`config.mk`:
```
export PLATFORM = sky130hd
export DESIGN_NAME = mem_arbiter
export DESIGN_NICKNAME = d
export VERILOG_FILES = /design/src/rtl/cpu_types_pkg.sv /design/src/rtl/sat_counter.sv /design/src/rtl/mem_arbiter.sv
export SDC_FILE = /design/constraint.sdc
export NUM_CORES = 1
export LEC_CHECK = 0
export ABC_CLOCK_PERIOD_IN_PS = 2600
export CELL_PAD_IN_SITES_DETAIL_PLACEMENT = 1
export CELL_PAD_IN_SITES_GLOBAL_PLACEMENT = 1
export CORE_MARGIN = 5
export CORE_UTILIZATION = 13
export CTS_BUF_LIST = sky130_fd_sc_hd__clkbuf_8 sky130_fd_sc_hd__clkbuf_16
export DETAILED_ROUTE_END_ITERATION = 10
export MAX_ROUTING_LAYER = met4
export PLACE_DENSITY_LB_ADDON = 0.12
export SLEW_MARGIN = 20
export SYNTH_ARGS = -nofsm -noshare
export SYNTH_HDL_FRONTEND = slang
export SYNTH_SLANG_ARGS = --single-unit
```
`constraint.sdc`:
```
create_clock -name CLK -period 2.6 [get_ports CLK]
set_clock_uncertainty 0.1 [all_clocks]
set_input_delay 0.52 -clock CLK [delete_from_list [all_inputs] [get_ports CLK]]
set_output_delay 0.52 -clock CLK [all_outputs]
set_load 0.05 [all_outputs]
```
`src/rtl/cpu_types_pkg.sv`:
```
// Shared CPU types: RAM status, word type and the memory arbiter state.
package cpu_types_pkg;

    typedef logic [31:0] word_t;

    typedef enum logic [1:0] {
        FREE   = 2'd0,
        BUSY   = 2'd1,
        ACCESS = 2'd2,
        ERROR  = 2'd3
    } ramstate_t;

    typedef enum logic [1:0] {
        IDLE = 2'd0,
        IGNT = 2'd1,
        DGNT = 2'd2
    } arb_state_t;

    // A word finishes on ACCESS, or on ERROR with its data discarded.
    function automatic logic ram_done(input ramstate_t s);
        return (s == ACCESS) || (s == ERROR);
    endfunction

endpackage

```
`src/rtl/sat_counter.sv`:
```
// Up-counter that saturates at LIMIT; clear takes priority over increment.
module sat_counter #(
    parameter int LIMIT = 8,
    parameter int W     = 4
) (
    input  logic         clk_i,
    input  logic         rst_i,
    input  logic         inc_i,
    input  logic         clr_i,
    output logic [W-1:0] cnt_o
);

    logic [W-1:0] cnt_q, cnt_d;

    always_comb begin
        cnt_d = cnt_q;
        if (clr_i) begin
            cnt_d = '0;
        end else if (inc_i && (cnt_q != W'(LIMIT))) begin
            cnt_d = cnt_q + W'(1);
        end
    end

    always_ff @(posedge clk_i or posedge rst_i) begin
        if (rst_i) begin
            cnt_q <= '0;
        end else begin
            cnt_q <= cnt_d;
        end
    end

    assign cnt_o = cnt_q;

endmodule

```
`src/rtl/mem_arbiter.sv`:
```
// Single-port RAM arbiter: the owner keeps the RAM until it drops its request,
// data side wins arbitration unless the icache has starved.
module mem_arbiter
    import cpu_types_pkg::*;
#(
    parameter int STARVE_LIMIT = 8
) (
    input  logic        CLK,
    input  logic        nRST,
    input  logic        iREN,
    input  word_t       iaddr,
    input  logic        dREN,
    input  logic        dWEN,
    input  word_t       daddr,
    input  word_t       dstore,
    output logic        iwait,
    output logic        dwait,
    output word_t       iload,
    output word_t       dload,
    output logic        ramREN,
    output logic        ramWEN,
    output word_t       ramaddr,
    output word_t       ramstore,
    input  word_t       ramload,
    input  logic [1:0]  ramstate,
    output logic [1:0]  grant,
    output logic        ram_err
);

    localparam int CNT_W = $clog2(STARVE_LIMIT + 1);

    arb_state_t       state_q, state_d;
    logic             ram_err_q, ram_err_d;
    logic [CNT_W-1:0] starve_cnt;
    ramstate_t        rs;
    logic             dreq, starved, arb_pt, done;
    logic             cnt_inc, cnt_clr;

    assign rs      = ramstate_t'(ramstate);
    assign dreq    = dREN | dWEN;
    assign starved = (starve_cnt == CNT_W'(STARVE_LIMIT));
    assign done    = ram_done(rs);
    assign arb_pt  = (state_q == IDLE)
                   || ((state_q == IGNT) && !iREN)
                   || ((state_q == DGNT) && !dreq);

    assign cnt_inc = iREN && (state_q != IGNT);
    assign cnt_clr = !iREN || (state_d == IGNT);

    sat_counter #(
        .LIMIT (STARVE_LIMIT),
        .W     (CNT_W)
    ) u_starve (
        .clk_i (CLK),
        .rst_i (nRST),
        .inc_i (cnt_inc),
        .clr_i (cnt_clr),
        .cnt_o (starve_cnt)
    );

    always_ff @(posedge CLK or posedge nRST) begin
        if (nRST) begin
            state_q   <= IDLE;
            ram_err_q <= 1'b0;
        end else begin
            state_q   <= state_d;
            ram_err_q <= ram_err_d;
        end
    end

    always_comb begin
        state_d   = state_q;
        ram_err_d = ram_err_q | (rs == ERROR);
        if (arb_pt) begin
            if (dreq && !(iREN && starved)) begin
                state_d = DGNT;
            end else if (iREN) begin
                state_d = IGNT;
            end else begin
                state_d = IDLE;
            end
        end
    end

    always_comb begin
        grant    = 2'b00;
        iwait    = 1'b1;
        dwait    = 1'b1;
        iload    = '0;
        dload    = '0;
        ramREN   = 1'b0;
        ramWEN   = 1'b0;
        ramaddr  = '0;
        ramstore = '0;
        unique case (state_q)
            IGNT: begin
                grant   = 2'b01;
                ramREN  = 1'b1;
                ramaddr = iaddr;
                iwait   = !done;
                iload   = (rs == ERROR) ? '0 : ramload;
            end
            DGNT: begin
                grant    = 2'b10;
                ramREN   = dREN & !dWEN;
                ramWEN   = dWEN;
                ramaddr  = daddr;
                ramstore = dstore;
                dwait    = !done;
                dload    = (rs == ERROR) ? '0 : ramload;
            end
            default: begin
                grant = 2'b00;
            end
        endcase
    end

    assign ram_err = ram_err_q;

endmodule

```
==> results of run 1 <==
-- report_power, final --
| part | total [W] | internal (W) | switching (W) |
|---|---|---|---|
| Combinational | 0.00669 | 0.00315 | 0.00354 |
| Clock | 0.000263 | 0.000200 | 0.0000623 |
| Sequential | 0.000173 | 0.000139 | 0.0000345 |
| Total | 0.00713 | 0.00349 | 0.00364 |
-- per-stage QoR --
stage                     std cells  power (W)  worst slack [ns]  hold slack [ns]  cell area, um^2
final                           666    0.00713             0.140            0.366             6110
after global routing            666    0.00743            0.0407            0.385             6110
after CTS                       665    0.00723            0.0760            0.370             6100
after detailed placement        661    0.00695             0.229            0.358             6020
after global placement          661    0.00689             0.214            0.356             6020
after floorplan                 242    0.00364            0.0581            0.223             1820
-- timing repair --
action	4_1_cts	5_1_grt
endpoints found under the hold margin	0	0
gates resized for setup	0	1
endpoints found under the setup margin	0	8
setup buffers	0	0
-- cell usage in the layout (no fill, tap or decap), types with 2 or more instances in the layout --
cell type          n
nand3_1            2
a22oi_1           35
buf_12           135
ha_1               4
and3_1            64
clkbuf_16          3
dfrtp_1            7
and2_1            32
buf_4              6
nand2_1            5
a21oi_1            2
nor2b_1            4
nor2b_4           19
nand4b_1           2
inv_1              8
clkdlybuf4s50_1  135
nand2b_1           2
nor2b_2           10
o21ai_0            3
-- routing by layer --
layer	wire length (um)	vias up	GRT usage
met1	4530	1279	0.165
met3	1260	18	0.0456
met5	0	-	-
met4	376	0	0.0448
li1	-	1359	-
met2	5890	187	0.265
-- cell type report --
cell class	instances	area (um^2)	area share
diodes	1	2.50	0.000409
clock buffers	3	75.1	0.0123
clock inverters	1	3.75	0.000614
inverters	7	26.3	0.00430
multi-input cells	199	1520	0.248
flip-flops and latches	7	175	0.0287
well taps	172	215	0.0352
repair buffers	276	4100	0.671
-- state kept, by name, indices dropped and copies added, names as in the netlist --
register,flops
ram_err,1
state_q,2
u_starve.cnt_o,4
-- worst min path at each step --
stage,start,end,cells past startpoint
finish,ram_err,ram_err,1
global placement,ram_err,ram_err,1
global route,ram_err,ram_err,1
CTS,ram_err,ram_err,1
floorplan,nRST,ram_err,1
detailed placement,ram_err,ram_err,1
-- kinds of logic after synthesis --
kind of cell,Yosys count,synth area share
adders and majority gates,6,0.0455
AOI/OAI and AO/OA,46,0.205
and+or+nand+nor,145,0.545
buffers and inverters,36,0.0871
DFF,7,0.106
xor gates and xnor gates,1,0.00530
muxes,1,0.00606
==> summary.md, run 1 <==
| Metric | Value |
|---|---|
| Yosys reg bits | 7 |
| Cell with the most instances after synthesis | and3_1 |
| Tcrit/Tclk final | 0.946 |
| Setup CP Type | flop to output port |
| Post-synth top area cell | and3_1 |
| Most common library cells after synthesis | and3_1 (64), a22oi_1 (35), nor2b_1 (33) |
| Stages on the worst setup path | 6 |
| Drt drc | 0 |
| CTS max path bufs | 2 |
| Synth top area share | 0.242 |
| CTS Root Cell | clkbuf_16 |
| Inserted Clock Buffers | 3 |
| Mapped Area | 1650 um^2 |
| Min-Delay Path Class | flop to flop |
| RR Startpoint | state_q[0] |
| Worst skew pair latency | roughly 0.23 ns |
| First-pass GRT wire length | between 15000 and 20000 um |
| Synth warnings | 0 |
| Reg2Reg Setup Slack | 0.77 ns |
| Number of max-cap violations | 0 |
| Row count | just over 40 |
| Post-synth EDFFs | 0 |
| Avg Synthesized Cell Area | 6.82 um^2 |
| Cell variety after synth | 28 |
| Initial antenna violation count | 1 |
| Slowest stage delay, CP | between 0.4 and 0.5 ns |
| Worst-path maximum fanout | 52 |
| F_max | between 400 and 500 MHz |
| Number of global-route vias before repair | between 3000 and 4000 |
| Vias/cell | 4.27 |
| Most frequent CP cell | buf_12 |
| Vias | 2843 |
| Mean routed wirelength per cell | 18.1 um |
| Total gr overflow | 0 |
| Top post-synthesis cells by area | and3_1 (24%), a22oi_1 (16%), nor2b_1 (13%) |
| DR iter-0 viols | 75 |
| Final Util | 0.488 |
| Routed WL | about 12000 um |
| Element type at the critical path end | output port |
| WP buf/inv | 3 |
| Core area | 12500 um^2 |
| Crit path arrival time | 1.84 ns |
| Slowest cell on crit path | dfrtp_1 |
| Top FF cell, synth | dfrtp_1 |
| Final count of pins violating max slew | 0 |
| Reg2reg path depth | 5 |
| CTS tree | built |
| Chip width | 123 um |
| All-layer global routing usage | 0.151 |
| Required @ worst endpoint | a little under 2 ns |
| Share of cells above drive strength 1 | 0.359 |
| Die H | about 120 um |
| Die area | ~15000 um^2 |
| Syn_nets | 383 |
| Cts hold-fix bufs | 0 |
| Hold Fails Final Rpt | 0 |
| Cell Pwr Density | 1170 nW/um^2 |
| Port Buf Inserts | roughly 270 |
| Worst Setup EP | ramaddr[7] |
| Routed Antenna Nets | 0 |
| Largest net degree at the start of global routing | 66 |
| Htree depth | 1 |
| CTS clk-pin slew, worst paths | 0.04 ns |
| RSZ-0062 raised after global routing | false |
| Final number of setup-violating endpoints | 0 |
| CP Launch Type | flop |
| Reg-to-Reg End | state_q[0] |
| IO Pins | between 200 and 300 |
| HPWL Detailed | 10500 um |
| CP startpoint | state_q[0] |
| Layout Nets | 635 |
| Syn-to-layout area delta | 270% |
| RePlAce Congestion | 0.729 |
| Top Family by Delay on Critical Path | buffers and inverters |
| Fill cells | 1364 |
| Setup TNS | 0 ns |
| Min Tclk post-route | 2.46 ns |
| Slew HR | 0.616 |
| Cells after Synth | 242 |
| Lkg Pwr | roughly 2.6 nW |
| Initial core utilization | 0.132 |
| Worst-Margin Slew | 0.575 ns |
| DR pass1 iterations | 4 |
| Async S/R FF share, synth | 1.00 |
| Seq/Total Area, Yosys | 0.106 |
| CP cell instances | inv_1 -> ha_2 -> buf_12 -> a22oi_1 -> nor2b_1 -> buf_12 |
| Status | complete, no violations |
| Worst ir drop on vdd | 0.000478 V |
| Clock Sinks | 7 |
Power figures use the tool's default switching activity.
==> run 2, diff against run 1 <==
--- a/config.mk
+++ b/config.mk
@@ -5,7 +5,7 @@
 export SDC_FILE = /design/constraint.sdc
 export NUM_CORES = 1
 export LEC_CHECK = 0
-export ABC_CLOCK_PERIOD_IN_PS = 2600
+export ABC_CLOCK_PERIOD_IN_PS = 3000
 export CELL_PAD_IN_SITES_DETAIL_PLACEMENT = 1
 export CELL_PAD_IN_SITES_GLOBAL_PLACEMENT = 1
 export CORE_MARGIN = 5
@@ -13,7 +13,7 @@
 export CTS_BUF_LIST = sky130_fd_sc_hd__clkbuf_8 sky130_fd_sc_hd__clkbuf_16
 export DETAILED_ROUTE_END_ITERATION = 10
 export MAX_ROUTING_LAYER = met4
-export PLACE_DENSITY_LB_ADDON = 0.12
+export PLACE_DENSITY_LB_ADDON = 0.1
 export SLEW_MARGIN = 20
 export SYNTH_ARGS = -nofsm -noshare
 export SYNTH_HDL_FRONTEND = slang
==> constraint.sdc (replaced) <==
create_clock -name CLK -period 3 [get_ports CLK]
set_clock_uncertainty 0.1 [all_clocks]
set_input_delay 0.6 -clock CLK [delete_from_list [all_inputs] [get_ports CLK]]
set_output_delay 0.6 -clock CLK [all_outputs]
set_load 0.05 [all_outputs]
==> summary.md, run 2 (same netlist as run 1, synthesis figures left out) <==
| Metric | Value |
|---|---|
| Status | complete, no violations |
| Number of setup buffers added after CTS | 0 (unchanged) |
| Drt drc | 0 (unchanged) |
| Setup CP Type | flop to output port |
| Slew HR | 0.623 (+0.00675) |
| Share of power burned in combinational logic | 0.933 (-0.006) |
| CTS tree | built |
| Syn-to-layout area delta | 244% |
| Number of max-cap violations | 0 (unchanged) |
| Reg2reg path depth | 5 (unchanged) |
| Initial antenna violation count | 0 (-1) |
| WP buf/inv | 3 (unchanged) |
| CP cell instances | inv_1 -> ha_2 -> buf_12 -> a22oi_1 -> nor2b_1 -> buf_12 |
| Cell Pwr Density | 977 nW/um^2 (-16%) |
| Number of global-route vias before repair | 3050 (-1.7%) |
| Sw power | 0.00300 W (-18%) |
| All-layer global routing usage | 0.149 (-0.00202) |
| DR iter-0 viols | 94 (+25%) |
| Port Buf Inserts | 269 (unchanged) |
| Tcrit/Tclk final | 0.917 |
| Worst-Margin Slew | 0.566 ns (-0.00833 ns) |
| CTS max path bufs | 2 (unchanged) |
| Initial core utilization | 0.132 (unchanged) |
| CP Launch Type | flop |
| Largest net degree at the start of global routing | 103 (+56%) |
| DR pass1 iterations | 4 (unchanged) |
| Most frequent cells in the layout | clkdlybuf4s50_1 (136), buf_12 (115), and3_1 (64) |
| Hold Fails Final Rpt | 0 (unchanged) |
| HPWL Detailed | 10100 um (-3.7%) |
| Mean routed wirelength per cell | 17.9 um (-1.3%) |
| RePlAce Congestion | 0.754 (+3.4%) |
| Clock Sinks | 7 (unchanged) |
| CTS Root Cell | clkbuf_16 |
| Post-route cell area | 5680 um^2 (-7.1%) |
| Register share of total power | 0.026 (+0.002) |
| Inserted Clock Buffers | 3 (unchanged) |
| Most frequent CP cell | buf_12 |
| RR Startpoint | state_q[1] |
| Required @ worst endpoint | 2.30 ns (+0.32 ns) |
| Total gr overflow | 0 (unchanged) |
| Clock share of power | 0.041 (+0.004) |
| Die area | 15100 um^2 (unchanged) |
| Share of cells above drive strength 1 | 0.297 (-0.0623) |
| Final count of pins violating max slew | 0 (unchanged) |
| Core area | 12500 um^2 (unchanged) |
| Hold Path Depth | 1 (unchanged) |
| Worst skew pair latency | 0.23 ns (about the same) |
| Internal power | 0.00255 W (-27%) |
| Dpl cell area | 5600 um^2 (-7.0%) |
| Worst-path maximum fanout | 28 (-46%) |
| Routed Antenna Nets | 0 (unchanged) |
| Reg-to-Reg End | state_q[0] |
| Min Tclk post-route | around 2.8 ns |
| F_max | roughly 360 MHz |
| IO Pins | 270 (unchanged) |
| Element type at the critical path end | output port |
| Reg2Reg Setup Slack | 1.03 ns (+0.26 ns) |
| CTS clk-pin slew, worst paths | 0.04 ns (about the same) |
| Layout Nets | 634 (-0.16%) |
| Setup TNS | 0 ns (unchanged) |
| Vias | 2850 (+0.25%) |
| First-pass GRT wire length | 17100 um (-0.80%) |
| Switching power share of the total | 0.541 (+0.0300) |
| Hold wc startpoint | ram_err |
| Crit path arrival time | 2.05 ns (+0.21 ns) |
| Vias/cell | 4.29 (+0.55%) |
| Cts hold-fix bufs | 0 (unchanged) |
| Stages on the worst setup path | 6 (unchanged) |
| Worst ir drop on vdd | 0.000538 V (+13%) |
| Lkg Pwr | 2.45 nW (-6.9%) |
| Fill cells | 1419 (+4.0%) |
| Hold Path Sink | ram_err |
| Min-Delay Path Class | flop to flop |
| Top Family by Delay on Critical Path | adder cells |
| Final Util | 0.454 (-0.0348) |
| Routed WL | 11900 um (-1.6%) |
| Row count | 41 (unchanged) |
| Die H | 123 um (unchanged) |
| Slowest stage delay, CP | 0.55 ns (+0.12 ns) |
| Chip width | 123 um (unchanged) |
| Max reg flops | 4 (unchanged) |
| Htree depth | 1 (unchanged) |
| Most common cell after layout, fill and taps aside | clkdlybuf4s50_1 |
| Diodes inserted | 0 (-1) |
| RSZ-0062 raised after global routing | false |
| Post-CTS resize count | 0 (unchanged) |
| Final number of setup-violating endpoints | 0 (unchanged) |
| Slowest cell on crit path | ha_2 |
## run 2: layout make-up
type / instances / area (um^2) / area share
inverters: 7 / 26.3 / 0.00463
multi-input cells: 199 / 1340 / 0.236
flip-flops and latches: 7 / 175 / 0.0309
repair buffers: 275 / 3840 / 0.677
clock buffers: 3 / 75.1 / 0.0132
clock inverters: 1 / 3.75 / 0.000661
well taps: 172 / 215 / 0.0379
## run 2: worst max path at each step
| stage | from | to | slack, ns |
|---|---|---|---|
| after global placement | state_q[1] | ramaddr[4] | 0.49 |
| after global routing | state_q[1] | ramaddr[11] | 0.07 |
| after detailed placement | state_q[1] | ramaddr[4] | 0.44 |
| after CTS | state_q[1] | ramaddr[4] | 0.21 |
| after floorplan | state_q[0] | ramaddr[0] | 0.07 |
| final | state_q[1] | ramaddr[4] | 0.25 |
## run 2: stage by stage
stage | setup WS (ns) | hold slack, ns | total power (W) | cells
6_report | 0.250 | 0.374 | 0.00555 | 664
5_1_grt | 0.0666 | 0.414 | 0.00580 | 664
4_1_cts | 0.211 | 0.379 | 0.00563 | 664
3_5_place_dp | 0.435 | 0.366 | 0.00539 | 660
3_3_place_gp | 0.490 | 0.356 | 0.00537 | 660
2_1_floorplan | 0.0676 | 0.303 | 0.00288 | 242
## run 2: worst register-to-register path: stages (launching register included)
cell and delay, ns:
dfrtp_1 0.38, inv_1 0.09, ha_2 0.36, buf_4 0.26, a221oi_1 0.43, mux2i_1 0.26
## run 2: per-layer routing
layer	track usage	share of wire	vias to the layer above
met5	-	0	-
met2	0.263	0.48	186
met4	0.0273	0.0083	0
met1	0.155	0.36	1300
li1	-	-	1356
met3	0.0659	0.15	8
## run 2: power by group through the flow
stage | Clock [W] | Sequential [W] | Combinational [W]
after global placement | 0 | 0.000147 | 0.00522
after floorplan | 0 | 0.000140 | 0.00274
after detailed placement | 0 | 0.000148 | 0.00524
final | 0.000225 | 0.000147 | 0.00518
after global routing | 0.000236 | 0.000150 | 0.00542
after CTS | 0.000232 | 0.000147 | 0.00525
==> run 3, diff against run 2 <==
--- a/config.mk
+++ b/config.mk
@@ -6,9 +6,10 @@
 export NUM_CORES = 1
 export LEC_CHECK = 0
 export ABC_CLOCK_PERIOD_IN_PS = 3000
+export CAP_MARGIN = 0
 export CELL_PAD_IN_SITES_DETAIL_PLACEMENT = 1
 export CELL_PAD_IN_SITES_GLOBAL_PLACEMENT = 1
-export CORE_MARGIN = 5
+export CORE_MARGIN = 4
 export CORE_UTILIZATION = 13
 export CTS_BUF_LIST = sky130_fd_sc_hd__clkbuf_8 sky130_fd_sc_hd__clkbuf_16
 export DETAILED_ROUTE_END_ITERATION = 10
==> summary.md, run 3 (same netlist as run 1, synthesis figures left out) <==
| Metric | Value |
|---|---|
| Sw power | 0.00299 W (-0.26%) |
| Reg area | 175 um^2 (unchanged) |
| Clock share of power | 0.041 (about the same) |
| Min Tclk post-route | 2.57 ns (-0.176 ns) |
| DR iter-0 viols | 117 (+24%) |
| All-layer global routing usage | 0.153 (+0.00365) |
| Fin worst setup slack | 0.425 ns (+0.176 ns) |
| Final number of setup-violating endpoints | 0 (unchanged) |
| F_max | 388 MHz (+6.8%) |
| Post-CTS resize count | 0 (unchanged) |
| Final count of pins violating max slew | 0 (unchanged) |
| Lkg Pwr | 2.43 nW (-0.83%) |
| Routed WL | 11700 um (-1.1%) |
| Diodes inserted | 0 (unchanged) |
| Worst skew pair latency | 0.23 ns (about the same) |
| Port Buf Inserts | 269 (unchanged) |
| Die area | 14600 um^2 (-3.2%) |
| CTS max path bufs | 2 (unchanged) |
| Syn-to-layout area delta | 238% |
| Tcrit/Tclk final | 0.858 (-0.0586) |
| Worst hold slack | 0.384 ns (+0.0101 ns) |
| Final Util | 0.457 (+0.00376) |
| Vias/cell | 4.27 (-0.56%) |
| Fill cells | 1374 (-3.2%) |
| Worst-path maximum fanout | 65 (+130%) |
| Max reg flops | 4 (unchanged) |
| CP cell instances | clkdlybuf4s50_1 -> nand2_1 -> buf_12 -> and3_1 -> buf_4 |
| Total Power | 0.00552 W (-0.45%) |
| Most frequent cells in the layout | clkdlybuf4s50_1 (136), buf_12 (108), and3_1 (64) |
| Required @ worst endpoint | 2.30 ns (about the same) |
| CTS tree | built |
| RePlAce Congestion | 0.791 (+4.9%) |
| IO Pins | 270 (unchanged) |
| Drt drc | 0 (unchanged) |
| RSZ-0062 raised after global routing | false |
| Element type at the critical path end | output port |
| Switching power share of the total | 0.542 (+0.00103) |
| CTS Root Cell | clkbuf_16 |
| Slowest stage delay, CP | 0.54 ns (about the same) |
| DR pass1 iterations | 4 (unchanged) |
| Crit path arrival time | 1.87 ns (-0.18 ns) |
| Routed Antenna Nets | 0 (unchanged) |
| Layout Nets | 634 (unchanged) |
| Vias | 2817 (-1.2%) |
| CTS clk-pin slew, worst paths | 0.04 ns (about the same) |
| Chip width | 121 um (-1.6%) |
| Initial antenna violation count | 0 (unchanged) |
| Worst-Margin Slew | 0.548 ns (-0.0183 ns) |
| Status | complete, no violations |
| First-pass GRT wire length | 17100 um (about the same) |
| Htree depth | 1 (unchanged) |
| Row count | 40 (-2.4%) |
| Slowest cell on crit path | clkdlybuf4s50_1 |
| Inserted Clock Buffers | 3 (unchanged) |
| Number of setup buffers added after CTS | 0 (unchanged) |
| Placement Setup Slack | 0.439 ns (+0.00430 ns) |
| Hold Fails Final Rpt | 0 (unchanged) |
| Initial core utilization | 0.135 (+0.00330) |
| Setup CP Type | input port to output port |
| HPWL Detailed | 10000 um (-0.26%) |
| Core area | 12200 um^2 (-2.4%) |
| Mean routed wirelength per cell | 17.8 um (-0.55%) |
| Worst ir drop on vdd | 0.000456 V (-15%) |
| Setup TNS | 0 ns (unchanged) |
| Area of the multi-input gates | 1340 um^2 (unchanged) |
| Share of cells above drive strength 1 | 0.297 (unchanged) |
| Most common cell after layout, fill and taps aside | clkdlybuf4s50_1 |
| Min-Delay Path Class | flop to flop |
| Die H | 121 um (-1.6%) |
| Register share of total power | 0.027 (about the same) |
| CP Launch Type | input port |
| Share of power burned in combinational logic | 0.932 (about the same) |
| Cts hold-fix bufs | 0 (unchanged) |
| Number of max-cap violations | 0 (unchanged) |
| Cell Pwr Density | 989 nW/um^2 (+1.2%) |
| Largest net degree at the start of global routing | 66 (-36%) |
| Clock Sinks | 7 (unchanged) |
| Number of global-route vias before repair | 3013 (-1.2%) |
| Total gr overflow | 0 (unchanged) |
| Slew HR | 0.634 (+0.0111) |
| Internal power | 0.00253 W (-0.68%) |
==> run 3: final cells by class <==
cell class,instances,share of cell area
clock buffers,3,0.0134
clock inverters,1,0.000672
inverters,7,0.00471
multi-input cells,199,0.240
flip-flops and latches,7,0.0314
well taps,168,0.0376
repair buffers,275,0.673
==> run 3: metal layers <==
layer	vias up	part of all wire	global-route usage
met5	-	0	-
met4	0	0.0082	0.0234
met3	6	0.13	0.0650
met2	184	0.52	0.276
met1	1268	0.35	0.158
li1	1359	-	-
==> run 3: power by group through the flow <==
stage | Combinational (W) | Sequential [W] | Clock, W
6_report | 0.00515 | 0.000149 | 0.000227
5_1_grt | 0.00540 | 0.000153 | 0.000235
4_1_cts | 0.00523 | 0.000149 | 0.000233
3_5_place_dp | 0.00522 | 0.000150 | 0
3_3_place_gp | 0.00519 | 0.000149 | 0
2_1_floorplan | 0.00274 | 0.000140 | 0
==> run 3: worst max-delay path, delay by kind of cell <==
family	cells	cell delay (ns)
buf+inv	3	0.92
simple gates	2	0.32
==> run 3: path summary, 6_finish.rpt <==
check / slack [ns] / startpoint / end / cells after the start
max in group asynchronous: 2.06 / nRST / u_starve.cnt_o[1] / 2
max reg2reg: 1.25 / state_q[0] / u_starve.cnt_o[1] / 5
min reg2reg: 0.38 / ram_err / ram_err / 1
min in group asynchronous: 0.51 / nRST / u_starve.cnt_o[3] / 2
min: 0.38 / ram_err / ram_err / 1
max: 0.43 / ramstate[1] / iload[29] / 5
==> run 3: stage by stage <==
stage | area (um^2) | std cells
2_1_floorplan | 1650 | 242
3_3_place_gp | 5510 | 656
3_5_place_dp | 5510 | 656
4_1_cts | 5580 | 660
5_1_grt | 5580 | 660
6_report | 5580 | 660
